==> src/rtl/fft_pkg.sv <==
// fft_pkg: shared types and constants for the FFT frame sequencer
package fft_pkg;
  typedef enum logic [1:0] {S_IDLE, S_FILL, S_WAIT, S_DONE} fft_seq_state_t;
  localparam int FFT_FRAME_LEN = 4096;
  localparam int FFT_SAMPLE_W = 8;
  function automatic logic [15:0] sat_inc(input logic [15:0] v);
    return (&v) ? v : v + 16'd1;
  endfunction
endpackage

==> src/rtl/fft_hold_buffer.sv <==
// fft_hold_buffer: single-entry valid/ready register; a push that cannot land is flagged as a drop
module fft_hold_buffer import fft_pkg::*; #(
  parameter int DW = FFT_SAMPLE_W
) (
  input  logic          clk_in,
  input  logic          rst_in,
  input  logic          push_i,
  input  logic [DW-1:0] data_i,
  input  logic          ready_i,
  output logic          valid_o,
  output logic [DW-1:0] data_o,
  output logic          hs_o,
  output logic          drop_o
);
  logic          valid_q, valid_d, load;
  logic [DW-1:0] data_q, data_d;
  always_comb begin
    hs_o    = valid_q & ready_i;
    load    = push_i & (~valid_q | hs_o);
    drop_o  = push_i & ~load;
    valid_d = load | (valid_q & ~ready_i);
    data_d  = load ? data_i : data_q;
  end
  always_ff @(posedge clk_in) begin
    if (!rst_in) begin
      valid_q <= 1'b0;
      data_q  <= '0;
    end else begin
      valid_q <= valid_d;
      data_q  <= data_d;
    end
  end
  assign valid_o = valid_q;
  assign data_o  = data_q;
endmodule

==> src/rtl/fft_frame_sequencer.sv <==
// fft_frame_sequencer: decimates samples into FFT frames, tags index/last, waits for FFT frame completion
module fft_frame_sequencer import fft_pkg::*; #(
  parameter int WIDTH     = FFT_SAMPLE_W,
  parameter int FRAME_LEN = FFT_FRAME_LEN,
  parameter int DECIMATE  = 1,
  parameter int TIMEOUT   = 1000000
) (
  input  logic                         clk_in,
  input  logic                         rst_in,
  input  logic                         enable_in,
  input  logic [WIDTH-1:0]             sample_in,
  input  logic                         sample_valid_in,
  input  logic                         fft_ready_in,
  output logic [WIDTH-1:0]             fft_sample_out,
  output logic                         fft_sample_valid_out,
  output logic                         fft_sample_last_out,
  output logic [$clog2(FRAME_LEN)-1:0] window_index_out,
  input  logic                         fft_out_valid_in,
  input  logic                         fft_out_last_in,
  output logic                         frame_start_out,
  output logic                         frame_done_out,
  output logic                         busy_out,
  output logic                         timeout_out,
  output logic [15:0]                  drop_count_out
);
  localparam int IW = $clog2(FRAME_LEN);
  localparam int DW = WIDTH + IW + 1;
  fft_seq_state_t state_q, state_d;
  logic [7:0]       phase_q, phase_d, phase_nx;
  logic [IW-1:0]    idx_q, idx_d, load_idx, hold_idx;
  logic [31:0]      to_q, to_d;
  logic [15:0]      drop_q, drop_d;
  logic             tout_q, tout_d, start_q, start_d, drop_ev;
  logic             accept, push, hs, buf_drop, hold_valid, hold_last;
  logic [WIDTH-1:0] hold_data;
  logic [DW-1:0]    hold_q;
  assign accept   = sample_valid_in && phase_q == '0;
  assign phase_nx = !sample_valid_in ? phase_q : (phase_q == 8'(DECIMATE - 1)) ? '0 : phase_q + 8'd1;
  assign load_idx = idx_q + IW'(hs);
  // once the frame's last sample is held, further accepts are drops even if it drains now
  assign push     = state_q == S_FILL && accept && !(hold_valid && hold_last);
  fft_hold_buffer #(.DW(DW)) u_hold (
    .clk_in (clk_in),
    .rst_in (rst_in),
    .push_i (push),
    .data_i ({load_idx == IW'(FRAME_LEN - 1), load_idx, sample_in}),
    .ready_i(fft_ready_in),
    .valid_o(hold_valid),
    .data_o (hold_q),
    .hs_o   (hs),
    .drop_o (buf_drop)
  );
  assign {hold_last, hold_idx, hold_data} = hold_q;
  always_comb begin
    state_d = state_q;
    phase_d = '0;
    idx_d   = idx_q;
    to_d    = '0;
    tout_d  = tout_q;
    drop_ev = 1'b0;
    case (state_q)
      S_IDLE: begin
        state_d = enable_in ? S_FILL : S_IDLE;
        idx_d   = '0;
      end
      S_FILL: begin
        phase_d = phase_nx;
        idx_d   = load_idx;
        drop_ev = (accept && hold_valid && hold_last) || buf_drop;
        state_d = (hs && hold_last) ? S_WAIT : S_FILL;
      end
      S_WAIT: begin
        phase_d = phase_nx;
        drop_ev = accept;
        to_d    = to_q + 32'd1;
        if (fft_out_valid_in && fft_out_last_in) state_d = S_DONE;
        else if (to_q == 32'(TIMEOUT - 1)) begin
          state_d = S_IDLE;
          tout_d  = 1'b1;
        end
      end
      default: begin
        state_d = enable_in ? S_FILL : S_IDLE;
        idx_d   = '0;
      end
    endcase
    drop_d  = drop_ev ? sat_inc(drop_q) : drop_q;
    start_d = push && !buf_drop && load_idx == '0;
  end
  always_ff @(posedge clk_in) begin
    if (!rst_in) begin
      state_q <= S_IDLE;
      phase_q <= '0;
      idx_q   <= '0;
      to_q    <= '0;
      drop_q  <= '0;
      tout_q  <= 1'b0;
      start_q <= 1'b0;
    end else begin
      state_q <= state_d;
      phase_q <= phase_d;
      idx_q   <= idx_d;
      to_q    <= to_d;
      drop_q  <= drop_d;
      tout_q  <= tout_d;
      start_q <= start_d;
    end
  end
  assign fft_sample_out       = hold_data;
  assign fft_sample_valid_out = hold_valid;
  assign fft_sample_last_out  = hold_last;
  assign window_index_out     = hold_idx;
  assign frame_start_out      = start_q;
  assign frame_done_out       = state_q == S_DONE;
  assign busy_out             = state_q != S_IDLE;
  assign timeout_out          = tout_q;
  assign drop_count_out       = drop_q;
endmodule

==> config.mk <==
export PLATFORM = sky130hd
export DESIGN_NAME = fft_frame_sequencer
export DESIGN_NICKNAME = d
export VERILOG_FILES = /design/src/rtl/fft_pkg.sv /design/src/rtl/fft_hold_buffer.sv /design/src/rtl/fft_frame_sequencer.sv
export SDC_FILE = /design/constraint.sdc
export NUM_CORES = 1
export LEC_CHECK = 0
export CORE_MARGIN = 1.5
export CORE_UTILIZATION = 52
export CTS_BUF_LIST = sky130_fd_sc_hd__clkbuf_2
export DETAILED_ROUTE_END_ITERATION = 8
export PLACE_DENSITY = 0.79
export SLEW_MARGIN = 20
export SYNTH_ARGS = -nofsm -noshare
export SYNTH_HDL_FRONTEND = slang
export SYNTH_SLANG_ARGS = --single-unit
==> constraint.sdc <==
create_clock -name clk_in -period 2.4 [get_ports clk_in]
set_clock_uncertainty 0.15 [all_clocks]
set_input_delay 0.36 -clock clk_in [delete_from_list [all_inputs] [get_ports clk_in]]
set_output_delay 0.36 -clock clk_in [all_outputs]
set_load 0.01 [all_outputs]
==> summary.txt <==
Status
  • Status: completed

STA
  • Achievable Freq: roughly 420 MHz
  • Worst setup slack after layout: ~41 ps
  • Hold Vio Cnt, Final: 0
  • Worst-Margin Slew: 436.7 ps
  • Tcrit/Tclk final: between 90 and 100%
  • Slew Viols, Final: 0
  • Max-slew headroom: between 70% and 80%
  • Minimum hold slack: approximately 170 ps
  • # setup viols final: 0
  • Final min period: 2359 ps
  • RSZ-0062 raised after global routing: yes

Yosys
  • Post-synth top flop: dfxtp_1
  • Synth Area in Adders: around 2.8%
  • Synth Net Count: 539
  • Yosys top cell by area: dfxtp_1
  • Seq/Total Area, Yosys: between 40% and 50%
  • Ys Warns: 0
  • Mapped Cells: 514
  • Fraction of registers with async set/reset: 0%
  • Compound-gate portion of the synthesized area: between 10% and 20%
  • Synth area leaders: dfxtp_1, xor2_1, nand2_1
  • Yosys reg bits: 94
  • Synth cell types: a little over 50
  • EDFF count, synth: 0
  • Post-synthesis mux area share: between 1 and 1.5%
  • Syn avg cell area: 8.581 sq um
  • Post-synthesis simple-gate area fraction: between 20% and 30%
  • Post-synth top area share: 42.67%
  • Post-Synth XOR/XNOR Area: around 8.1%
  • Mapped Area: approximately 4400 sq um
  • Largest family of logic cells by synthesized area: simple AND/OR/NAND/NOR gates

Layout
  • Commonest non-fill, non-tap cells in the layout: dfxtp_1, nand2_1, nor2_1
  • ANT cells: 0
  • Leading cell type in the layout, fill and taps excluded: dfxtp_1
  • Post-Route Utilization: between 60% and 70%
  • Nets@finish: between 600 and 700
  • Cell area after layout: around 5600 sq um
  • Synthesis-to-finish area growth: 26.10%
  • Share of cells above drive strength 1: 15.76%
  • Fill count: 673

Drt
  • First-pass detailed-route iteration total: 4
  • DRT Wirelength: around 10,000 microns
  • Via count: 3,983
  • DR vias/cell: about 5.6
  • Detailed router's first-iteration violation count: 150
  • WL/cell: around 15 microns
  • Drt drc: 0
  • Post-DRT Antenna Nets: 0

Place
  • Placer Congestion: between 0.9 and 1
  • Port bufs: 56
  • Hpwl dp: 7649 microns
  • Post-Place Worst Slack: -430.0 ps
  • DP Area: around 5300 sq um

Critical path
  • CP endpoint kind: flop
  • Crit start category: flop
  • Crit-path slowest cell: or4b_4
  • Worst path top cell family by delay: simple AND/OR/NAND/NOR gates
  • Worst EP arrival: between 2000 and 3000 ps
  • CP max stage delay: around 580 ps
  • R2R setup slack: roughly 41 ps
  • CP required: about 2800 ps
  • Crit Path Max Fanout: 9
  • Most used cell along the critical path: inv_1
  • Critical path cell sequence: inv_1 -> ha_1 -> inv_1 -> o31a_1 -> or4b_4 -> or4_4 -> a21oi_2
  • Kind of critical path: flop to flop
  • Buf/Inv on CP: 2

Floorplanning
  • Die Span Y: about 95 microns
  • Site Rows: 33
  • Die span in x: approximately 95 microns
  • IO Count: 57
  • Initial core utilization: 53.68%
  • Core ar.: 8217 sq um
  • Die ar.: ~9000 sq um

Power and ir drop
  • Lkg Pwr: roughly 2 nW
  • Power Total: around 2.6 mW
  • Peak supply drop: around 0.26 mV
  • Power per cell area: approximately 460 nW/um^2

Clocking
  • CTS tree: built
  • Clock insertion delay at the later pin of the skew report: 550 ps
  • Total CTS buffers: 9
  • Sink Count: 94
  • Worst-path clk slew: about 240 ps
  • Max H-tree Level: 3
  • CTS root buffer: clkbuf_2
  • Bufs on Longest Clock Path: 2

Global route
  • First-pass GRT wire length: ~17,000 microns
  • Total gr overflow: 0
  • Largest net degree at the start of global routing: 29
  • Initial antenna violation count: 0
  • Overall Global Routing Usage: around 24%
  • Vias in the first global route: 3,865

Flow run
  • Max Cap Viol: 0

Min path
  • Worst Hold Class: input pin to flop
-- final timing paths --
| kind | start | endpoint | cells after the start |
|---|---|---|---|
| min reg2reg | u_hold.data_o[0] | u_hold.data_o[0] | 2 |
| max reg2reg | state_q[1] | drop_count_out[14] | 7 |
| max | state_q[1] | drop_count_out[14] | 7 |
| min | sample_in[4] | u_hold.data_o[4] | 3 |
-- power by group --
| part | internal [mW] | switching [mW] |
|---|---|---|
| Combinational | 0.0970 | 0.0914 |
| Sequential | 1.59 | 0.0103 |
| Clock | 0.234 | 0.539 |
-- area by class of cell --
type | count | area, sq um | area share, %
sequential | 94 | 1891 | 33.99
inverter | 14 | 52.55 | 0.9449
multi-input combinational | 379 | 2440 | 43.87
timing repair buffer | 106 | 938.4 | 16.87
clock inverter | 7 | 63.81 | 1.147
clock buffer | 9 | 45.04 | 0.8099
tap | 105 | 131.4 | 2.362
-- worst min-delay path: stages --
cell and delay, ps:
clkdlybuf4s50_1 390, nand2_1 50, a21oi_1 50
-- Yosys cell counts (6+ instances only) --
| cell | number |
|---|---|
| dfxtp_1 | 94 |
| nand2_1 | 61 |
| nor2_1 | 56 |
| xor2_1 | 28 |
| a21oi_1 | 26 |
| nand3_1 | 22 |
| nand4_1 | 20 |
| clkbuf_1 | 19 |
| o21ai_0 | 15 |
| inv_1 | 14 |
| or4_1 | 14 |
| xnor2_1 | 13 |
| a211oi_1 | 10 |
| and3_1 | 10 |
| ha_1 | 10 |
| o31ai_1 | 10 |
| nand2b_1 | 8 |
| and2_1 | 7 |
| nor3_1 | 7 |
| mux2i_1 | 6 |
| o211ai_1 | 6 |
-- metrics by stage --
step                setup TNS (ps)  cells
finish                           0    714
CTS                              0    712
global placement             -3668    695
floorplan                        0    514
global route                -48.77    714
detailed placement           -4762    695
-- sequential cells by signal, summed over array words and instances (netlist names) --
name and cells:
state_q 2, frame_start_out 1, timeout_out 1, phase_q 8, u_hold.valid_o 1, to_q 32
drop_count_out 16, idx_q 12, u_hold.data_o 21
-- layer usage --
| layer | part of all wire (%) | global-route usage, % | up-vias |
|---|---|---|---|
| li1 | - | - | 2001 |
| met1 | 45 | 30.06 | 1894 |
| met2 | 50 | 41.43 | 77 |
| met3 | 3.6 | 4.147 | 11 |
| met4 | 1.3 | 9.080 | 0 |
| met5 | 0 | 0 | - |
-- what timing repair did --
item	in CTS	in global routing
hold buffers	0	0
endpoints found under the setup margin	4	8
gates resized for setup	2	25
setup buffers	1	2
-- kinds of logic after synthesis --
family / Yosys count
flip-flops: 94
adder cells (fa/ha/maj): 10
buffers and inverters: 41
multiplexers: 6
XOR/XNOR: 41
AND/OR/NAND/NOR: 239
AO/OA/AOI/OAI: 83
Note: power is estimated with default switching activity, not from simulation.
